$ cat src/rtl/fp_op_sequencer_if.sv
// Command / response / FP-unit bundle for the half-precision op sequencer.
// master = issuing side plus the FP unit model, slave = sequencer.
interface fp_op_sequencer_if;
  logic        cmd_valid;
  logic        cmd_ready;
  logic [15:0] cmd_a;
  logic [15:0] cmd_b;
  logic [1:0]  cmd_op;
  logic        rsp_valid;
  logic        rsp_ready;
  logic [15:0] rsp_data;
  logic [1:0]  rsp_op;
  logic        busy;
  logic [15:0] fp_a;
  logic [15:0] fp_b;
  logic [1:0]  fp_sel;
  logic [15:0] fp_result;

  modport master (
    output cmd_valid, cmd_a, cmd_b, cmd_op, rsp_ready, fp_result,
    input  cmd_ready, rsp_valid, rsp_data, rsp_op, busy, fp_a, fp_b, fp_sel
  );

  modport slave (
    input  cmd_valid, cmd_a, cmd_b, cmd_op, rsp_ready, fp_result,
    output cmd_ready, rsp_valid, rsp_data, rsp_op, busy, fp_a, fp_b, fp_sel
  );
endinterface

$ cat src/rtl/fp_op_sequencer.sv
// Issues one FP op at a time: holds operands on the FP unit, waits the
// op-specific pipeline latency, captures fpResult and returns it on a
// valid/ready response channel.
module fp_op_sequencer #(
  parameter int ADDSUB_LAT = 3,
  parameter int MUL_LAT    = 3,
  parameter int DIV_LAT    = 6,
  parameter int CNT_W      = 4
) (
  input  logic              clk,
  input  logic              areset,
  fp_op_sequencer_if.slave  bus
);

  typedef enum logic [1:0] {IDLE, WAIT, RESP} state_t;

  state_t             state_q;
  logic [CNT_W-1:0]   cnt_q;
  logic [CNT_W-1:0]   lat_d;
  logic [15:0]        fp_a_q, fp_b_q, rsp_data_q;
  logic [1:0]         fp_sel_q, rsp_op_q;
  logic               rsp_valid_q, busy_q, rdy_q;

  // Latency of the op being offered on the command channel.
  always_comb begin
    lat_d = CNT_W'(ADDSUB_LAT);
    case (bus.cmd_op)
      2'b10:   lat_d = CNT_W'(MUL_LAT);
      2'b11:   lat_d = CNT_W'(DIV_LAT);
      default: lat_d = CNT_W'(ADDSUB_LAT);
    endcase
  end

  // Sequencer FSM; all outputs registered. Operands only move on accept so
  // the FP pipeline sees them stable for the whole wait.
  always_ff @(posedge clk) begin
    if (!areset) begin
      state_q     <= IDLE;
      cnt_q       <= '0;
      fp_a_q      <= '0;
      fp_b_q      <= '0;
      fp_sel_q    <= '0;
      rsp_data_q  <= '0;
      rsp_op_q    <= '0;
      rsp_valid_q <= 1'b0;
      busy_q      <= 1'b0;
      rdy_q       <= 1'b1;
    end else begin
      case (state_q)
        IDLE: begin
          if (bus.cmd_valid && rdy_q) begin
            fp_a_q   <= bus.cmd_a;
            fp_b_q   <= bus.cmd_b;
            fp_sel_q <= bus.cmd_op;
            rsp_op_q <= bus.cmd_op;
            cnt_q    <= lat_d;
            rdy_q    <= 1'b0;
            busy_q   <= 1'b1;
            state_q  <= WAIT;
          end
        end
        WAIT: begin
          // Count of 1 means this edge is exactly LAT edges after accept.
          if (cnt_q == CNT_W'(1)) begin
            rsp_data_q  <= bus.fp_result;
            rsp_valid_q <= 1'b1;
            cnt_q       <= '0;
            state_q     <= RESP;
          end else begin
            cnt_q <= cnt_q - CNT_W'(1);
          end
        end
        RESP: begin
          // Ready rises only after the handshake, so no same-cycle accept.
          if (bus.rsp_ready) begin
            rsp_valid_q <= 1'b0;
            busy_q      <= 1'b0;
            rdy_q       <= 1'b1;
            state_q     <= IDLE;
          end
        end
        default: state_q <= IDLE;
      endcase
    end
  end

  assign bus.cmd_ready = rdy_q;
  assign bus.rsp_valid = rsp_valid_q;
  assign bus.rsp_data  = rsp_data_q;
  assign bus.rsp_op    = rsp_op_q;
  assign bus.busy      = busy_q;
  assign bus.fp_a      = fp_a_q;
  assign bus.fp_b      = fp_b_q;
  assign bus.fp_sel    = fp_sel_q;

endmodule

$ cat src/flat_wrapper.sv
// flat-port wrapper written by rule: the top's interface ports become plain ports
module fp_op_sequencer_flat 
#(
  parameter int ADDSUB_LAT = 3,
  parameter int MUL_LAT    = 3,
  parameter int DIV_LAT    = 6,
  parameter int CNT_W      = 4
)
  (clk, areset, bus_cmd_valid, bus_cmd_a, bus_cmd_b, bus_cmd_op, bus_rsp_ready, bus_fp_result, bus_cmd_ready, bus_rsp_valid, bus_rsp_data, bus_rsp_op, bus_busy, bus_fp_a, bus_fp_b, bus_fp_sel);
  fp_op_sequencer_if bus_i ();
  input  logic clk;
  input  logic areset;
  input wire logic [$bits(bus_i.cmd_valid)-1:0] bus_cmd_valid;
  input wire logic [$bits(bus_i.cmd_a)-1:0] bus_cmd_a;
  input wire logic [$bits(bus_i.cmd_b)-1:0] bus_cmd_b;
  input wire logic [$bits(bus_i.cmd_op)-1:0] bus_cmd_op;
  input wire logic [$bits(bus_i.rsp_ready)-1:0] bus_rsp_ready;
  input wire logic [$bits(bus_i.fp_result)-1:0] bus_fp_result;
  output wire logic [$bits(bus_i.cmd_ready)-1:0] bus_cmd_ready;
  output wire logic [$bits(bus_i.rsp_valid)-1:0] bus_rsp_valid;
  output wire logic [$bits(bus_i.rsp_data)-1:0] bus_rsp_data;
  output wire logic [$bits(bus_i.rsp_op)-1:0] bus_rsp_op;
  output wire logic [$bits(bus_i.busy)-1:0] bus_busy;
  output wire logic [$bits(bus_i.fp_a)-1:0] bus_fp_a;
  output wire logic [$bits(bus_i.fp_b)-1:0] bus_fp_b;
  output wire logic [$bits(bus_i.fp_sel)-1:0] bus_fp_sel;
  assign bus_i.cmd_valid = bus_cmd_valid;
  assign bus_i.cmd_a = bus_cmd_a;
  assign bus_i.cmd_b = bus_cmd_b;
  assign bus_i.cmd_op = bus_cmd_op;
  assign bus_i.rsp_ready = bus_rsp_ready;
  assign bus_i.fp_result = bus_fp_result;
  assign bus_cmd_ready = bus_i.cmd_ready;
  assign bus_rsp_valid = bus_i.rsp_valid;
  assign bus_rsp_data = bus_i.rsp_data;
  assign bus_rsp_op = bus_i.rsp_op;
  assign bus_busy = bus_i.busy;
  assign bus_fp_a = bus_i.fp_a;
  assign bus_fp_b = bus_i.fp_b;
  assign bus_fp_sel = bus_i.fp_sel;
  fp_op_sequencer #(.ADDSUB_LAT(ADDSUB_LAT), .MUL_LAT(MUL_LAT), .DIV_LAT(DIV_LAT), .CNT_W(CNT_W)) u_core (.clk(clk), .areset(areset), .bus(bus_i));
endmodule
$ cat config.mk
export PLATFORM = sky130hd
export DESIGN_NAME = fp_op_sequencer_flat
export DESIGN_NICKNAME = d
export VERILOG_FILES = /design/src/rtl/fp_op_sequencer_if.sv /design/src/rtl/fp_op_sequencer.sv /design/src/flat_wrapper.sv
export SDC_FILE = /design/constraint.sdc
export NUM_CORES = 1
export LEC_CHECK = 0
export CORE_ASPECT_RATIO = 1.1
export CORE_MARGIN = 3
export CORE_UTILIZATION = 38
export DETAILED_ROUTE_END_ITERATION = 7
export PLACE_DENSITY_LB_ADDON = 0.3
export SYNTH_ARGS = -nofsm -noshare
export SYNTH_HDL_FRONTEND = slang
export SYNTH_SLANG_ARGS = --single-unit
$ cat constraint.sdc
create_clock -name clk -period 1.3 [get_ports clk]
set_input_delay 0.195 -clock clk [delete_from_list [all_inputs] [get_ports clk]]
set_output_delay 0.195 -clock clk [all_outputs]
set_load 0.1 [all_outputs]
# Word-level counts from Yosys, hierarchy flattened
# Index checks and enable logic that the tools add are counted.
op_classes:
  muxes: 16
  n_eq_ne: 7
  add_sub_neg: 1
  n_reduce_logical: 11
op_table:
  columns: ["operator", "count"]
  rows:
  - ["$reduce_and 3->1", 3]
  - ["$mux 4", 2]
  - ["$pmux 4 s2", 1]
  - ["$mux 2", 3]
  - ["$pmux 1 s2", 3]
  - ["$pmux 2 s3", 1]
  - ["$reduce_and 2->1", 3]
  - ["$reduce_bool 2->1", 3]
  - ["$mux 1", 5]
  - ["$eq 2x2->1 const B", 2]
  - ["$eq 4x1->1 const B", 1]
  - ["$ne 2x1->1 const B", 2]
  - ["$sub 4x1->4 const B", 1]
  - ["$mux 3", 1]
  - ["$eq 2x1->1 const B", 1]
  - ["$logic_not 2->1", 1]
  - ["$ne 2x2->1 const B", 1]
  - ["$logic_and 1x1->1", 1]
word_totals:
  in_bits: 54
  register_bits: 59
  out_inout_bits: 55

# Depth between registers and ports, before layout
depth:
  word_depth: 4
  ltp_mapped: 7
  depth_no_buf: 5

# Least setup slack after synthesis
# OpenSTA, ideal clock, no wires.
synth_timing:
  kind: "reg-to-reg"
  start: "register u_core.rdy_q, in the netlist u_core.bus.cmd_ready"
  end: "register u_core.fp_sel_q[1], in the netlist u_core.bus.fp_sel[1]"
  path_stages_with_launch: 6
  setup_time_ps: 119
  slack_ps: -501
  t_arrival_ps: 1683
  cell_sequence: "dfxtp_1 nand4bb_1 buf_2 clkbuf_1 nand2_1 a21boi_1"
synth_via:
  elab_chain_cells: 2
synth_lines:
  columns: ["item", "line", "source"]
  rows:
  - ["from (decl)", "fp_op_sequencer.sv:22", "logic rsp_valid_q, busy_q, rdy_q;"]
  - ["from (signal assigned)", "fp_op_sequencer.sv:47", "rdy_q <= 1'b1;"]
  - ["from (signal assigned)", "fp_op_sequencer.sv:57", "rdy_q <= 1'b0;"]
  - ["from (signal assigned)", "fp_op_sequencer.sv:78", "rdy_q <= 1'b1;"]
  - ["$logic_and 1x1->1", "fp_op_sequencer.sv:51", "if (bus.cmd_valid && rdy_q) begin"]
  - ["$reduce_and 2->1 (no line)", null, null]
  - ["to (signal assigned)", "fp_op_sequencer.sv:54", "fp_sel_q <= bus.cmd_op;"]
  - ["to (decl)", "fp_op_sequencer.sv:21", "logic [1:0] fp_sel_q, rsp_op_q;"]
# No other way between the ends.
# A chain may end at the register's enable or synchronous reset.

# Final worst setup path
layout_timing:
  start: "register u_core.cnt_q[1]"
  end: "register u_core.rsp_data_q[5], in the netlist u_core.bus.rsp_data[5]"
layout_via:
  elab_chain_cells: 2
layout_lines:
  columns: ["item", "line", "source"]
  rows:
  - ["from (decl)", "fp_op_sequencer.sv:18", "logic [CNT_W-1:0] cnt_q;"]
  - ["from (signal assigned)", "fp_op_sequencer.sv:56", "cnt_q <= lat_d;"]
  - ["from (signal assigned)", "fp_op_sequencer.sv:70", "cnt_q <= cnt_q - CNT_W'(1);"]
  - ["$eq 4x1->1", "fp_op_sequencer.sv:64", "if (cnt_q == CNT_W'(1)) begin"]
  - ["$reduce_and 2->1 (no line)", null, null]
  - ["to (signal assigned)", "fp_op_sequencer.sv:65", "rsp_data_q <= bus.fp_result;"]
  - ["to (decl)", "fp_op_sequencer.sv:20", "logic [15:0] fp_a_q, fp_b_q, rsp_data_q;"]
# No other way between the ends.

==> flow_summary.json <==
{
  "maxCapViolCount": 0,
  "fin_worst_skew_ns": 0.00577,
  "share_of_the_yosys_chip_area_belonging_to_registers": 0.480,
  "finalCritPeriodShare": 1.07,
  "syn-instance-count": 283,
  "area.growth.synth_to_final_pct": 83.2,
  "worst_path_largest_cell_delay_ns": 0.39,
  "layout-drive-gt1-share": 0.301,
  "timing.setup.critical_path_class": "reg2reg",
  "worst_slack_ns": -0.0879,
  "finalSetupTns_ns": -1.13,
  "clock_transition_at_the_registers_of_the_reported_paths_ns": 0.07,
  "vias_per_cell": 4.87,
  "flops_latches_synth": 59,
  "synth.cell_area_um2": 2460,
  "first_global_vias": 2403,
  "synth_edf_count": 0,
  "final_antenna_net_count": 0,
  "finish.net_count": 456,
  "cts-root-buf": "sky130_fd_sc_hd__clkbuf_8",
  "die-width_um": 82.8,
  "dpl.hpwl_mm": 5.22,
  "grt_pass1_wl_mm": 11.4,
  "detail_route.wirelength_mm": 6.97,
  "remaining_drc_errors": 0,
  "clockBufferDepth": 2,
  "critical-path-top-delay-family": "simple AND/OR/NAND/NOR gates",
  "synth.distinct_cells": 39,
  "start_util": 0.395,
  "crit_arrival_ns": 1.60,
  "cellLeakagePower_nw": 1.73,
  "rsz0062_at_grt": "yes",
  "postSynthNetCount": 339,
  "asyncSetResetFlopFracSynth": 0,
  "pre_cts_ws_ns": -0.231,
  "tritoncts.num_buffers": 9,
  "place_congestion": 0.778,
  "worst_slew_pin_slew_ns": 0.364,
  "grt.total_usage": 0.196,
  "overflow": 0,
  "placementRows": 30,
  "cts_tree": "done",
  "chipHeight_um": 90.4,
  "clkSinkCount": 59,
  "cts-htree-levels": 3,
  "cp_max_fo": 9,
  "finalCoreUtilization": 0.724,
  "insertedDiodeCount": 0,
  "min-delay-path-class": "in2reg",
  "finalHoldViolations": 0,
  "setup_violations": 19,
  "violations_in_the_final_reports": "negative setup slack",
  "fmax_mhz": 720,
  "final_period_minus_worst_setup_slack_ns": 1.39,
  "coreArea_um2": 6230,
  "grt_start_max_net_pins": 35,
  "drt-pass1-iter-count": 4,
  "irDropWorstVdd_uv": 1010,
  "io_buffer_count": 108,
  "report.final.slew_viol_count": 0,
  "critical_path.endpoint_type": "flop",
  "timing.critical_path.cells": "inv_2 -> ha_4 -> or3b_4 -> buf_6 -> o21ai_1 -> a21boi_0",
  "outcome": "complete, but fails checks",
  "initial_antenna_violation_count": 0,
  "drt-wirelength-per-cell_um": 14.4,
  "ios": 109,
  "crit_required_ns": 1.51,
  "synth.yosys.warnings": 0,
  "critPathBufInv": 2,
  "first_iter_violations": 51,
  "post_synth.cell_area_avg_um2": 8.70,
  "critical_path.slowest_cell": "sky130_fd_sc_hd__or3b_4",
  "most_instantiated_flip_flop_cell_in_the_synthesis_netlist": "sky130_fd_sc_hd__dfxtp_1",
  "via_count": 2361,
  "relSlewSlack": 0.758,
  "fp.dieArea_um2": 7480,
  "power_per_cell_area_nw_per_um2": 1260,
  "startpoint_type": "flop",
  "worst_skew_pair.late_latency_ns": 0.33
}
[Yosys cell counts (all sizes together), types with 2 or more instances]
library cell | instances | area share
dfxtp | 59 | 0.48
and3b | 2 | 0.0071
clkbuf | 10 | 0.017
nand3 | 17 | 0.035
buf | 14 | 0.043
ha | 2 | 0.010
a21oi | 7 | 0.014
o21ai | 20 | 0.042
nor3b | 3 | 0.014
inv | 6 | 0.0091
nor2b | 2 | 0.0051
nand2 | 72 | 0.11
a21boi | 51 | 0.16
[cells by family after synthesis]
kind of cell             synth area share
AND/OR/NAND/NOR                     0.196
flip-flops                          0.480
XOR/XNOR                          0.00356
adder cells (fa/ha/maj)            0.0102
buffers and inverters              0.0691
AO/OA/AOI/OAI                       0.241
[where the power goes]
part	internal, W	total (W)	switching [W]
clock	0.000929	0.00163	0.000699
sequential	0.00194	0.00208	0.000143
combinational	0.000813	0.00199	0.00118
total	0.00368	0.00570	0.00202
[placed cells by master (no fill, tap or decap), types with 8 or more instances in the layout]
cell,n
sky130_fd_sc_hd__dfxtp_2,16
sky130_fd_sc_hd__dfxtp_1,42
sky130_fd_sc_hd__a21boi_1,43
sky130_fd_sc_hd__buf_4,17
sky130_fd_sc_hd__nand3_1,17
sky130_fd_sc_hd__buf_12,57
sky130_fd_sc_hd__a21boi_0,8
sky130_fd_sc_hd__clkbuf_8,10
sky130_fd_sc_hd__clkdlybuf4s50_1,52
sky130_fd_sc_hd__nand2_1,72
sky130_fd_sc_hd__o21ai_1,11
[worst paths after layout]
check	to	slack (ns)	from	cells after the start
setup reg to reg	u_core.bus.rsp_data[5]	-0.09	u_core.cnt_q[1]	6
setup / recovery	u_core.bus.rsp_data[5]	-0.09	u_core.cnt_q[1]	6
hold / removal	u_core.bus.cmd_ready	0.26	areset	2
hold reg to reg	u_core.bus.fp_a[3]	0.49	u_core.bus.fp_a[3]	2
[layer usage]
metal | up-vias | global-route usage | share of wire
met2 | 75 | 0.331 | 0.51
li1 | 1194 | - | -
met3 | 10 | 0.0509 | 0.072
met5 | - | 0 | 0
met1 | 1082 | 0.226 | 0.40
met4 | 0 | 0.0886 | 0.018
[registers in the layout (all words and copies together), names as in the netlist]
register	cells
u_core.bus.busy	1
u_core.bus.rsp_data	16
u_core.cnt_q	4
u_core.bus.fp_sel	2
u_core.bus.rsp_valid	1
u_core.bus.fp_b	16
u_core.bus.cmd_ready	1
u_core.bus.fp_a	16
u_core.state_q	2
[area by class of cell]
type	count	area, um2
Sequential cell	59	1200
Tap cell	80	100
Timing Repair Buffer	130	1830
Clock inverter	5	51.3
Inverter	6	22.5
Multi-Input combinational cell	194	1160
Fill cell	481	1720
Clock buffer	11	141
[metrics by stage]
stage / area (um2) / hold slack (ns) / cells / power (W)
after global routing: 4510 / 0.277 / 485 / 0.00596
after global placement: 4260 / 0.478 / 467 / 0.00403
after detailed placement: 4260 / 0.487 / 467 / 0.00406
after CTS: 4460 / 0.253 / 483 / 0.00572
final: 4510 / 0.257 / 485 / 0.00570
after floorplan: 2500 / 0.305 / 283 / 0.00325
[timing repair]
action | CTS | global route
endpoints found under the setup margin | 19 | 52
buffers inserted | 0 | 2
pin swaps | 0 | 2
resized for setup | 9 | 18
hold buffers | 0 | 0
Note: power is estimated with default switching activity, not from simulation.
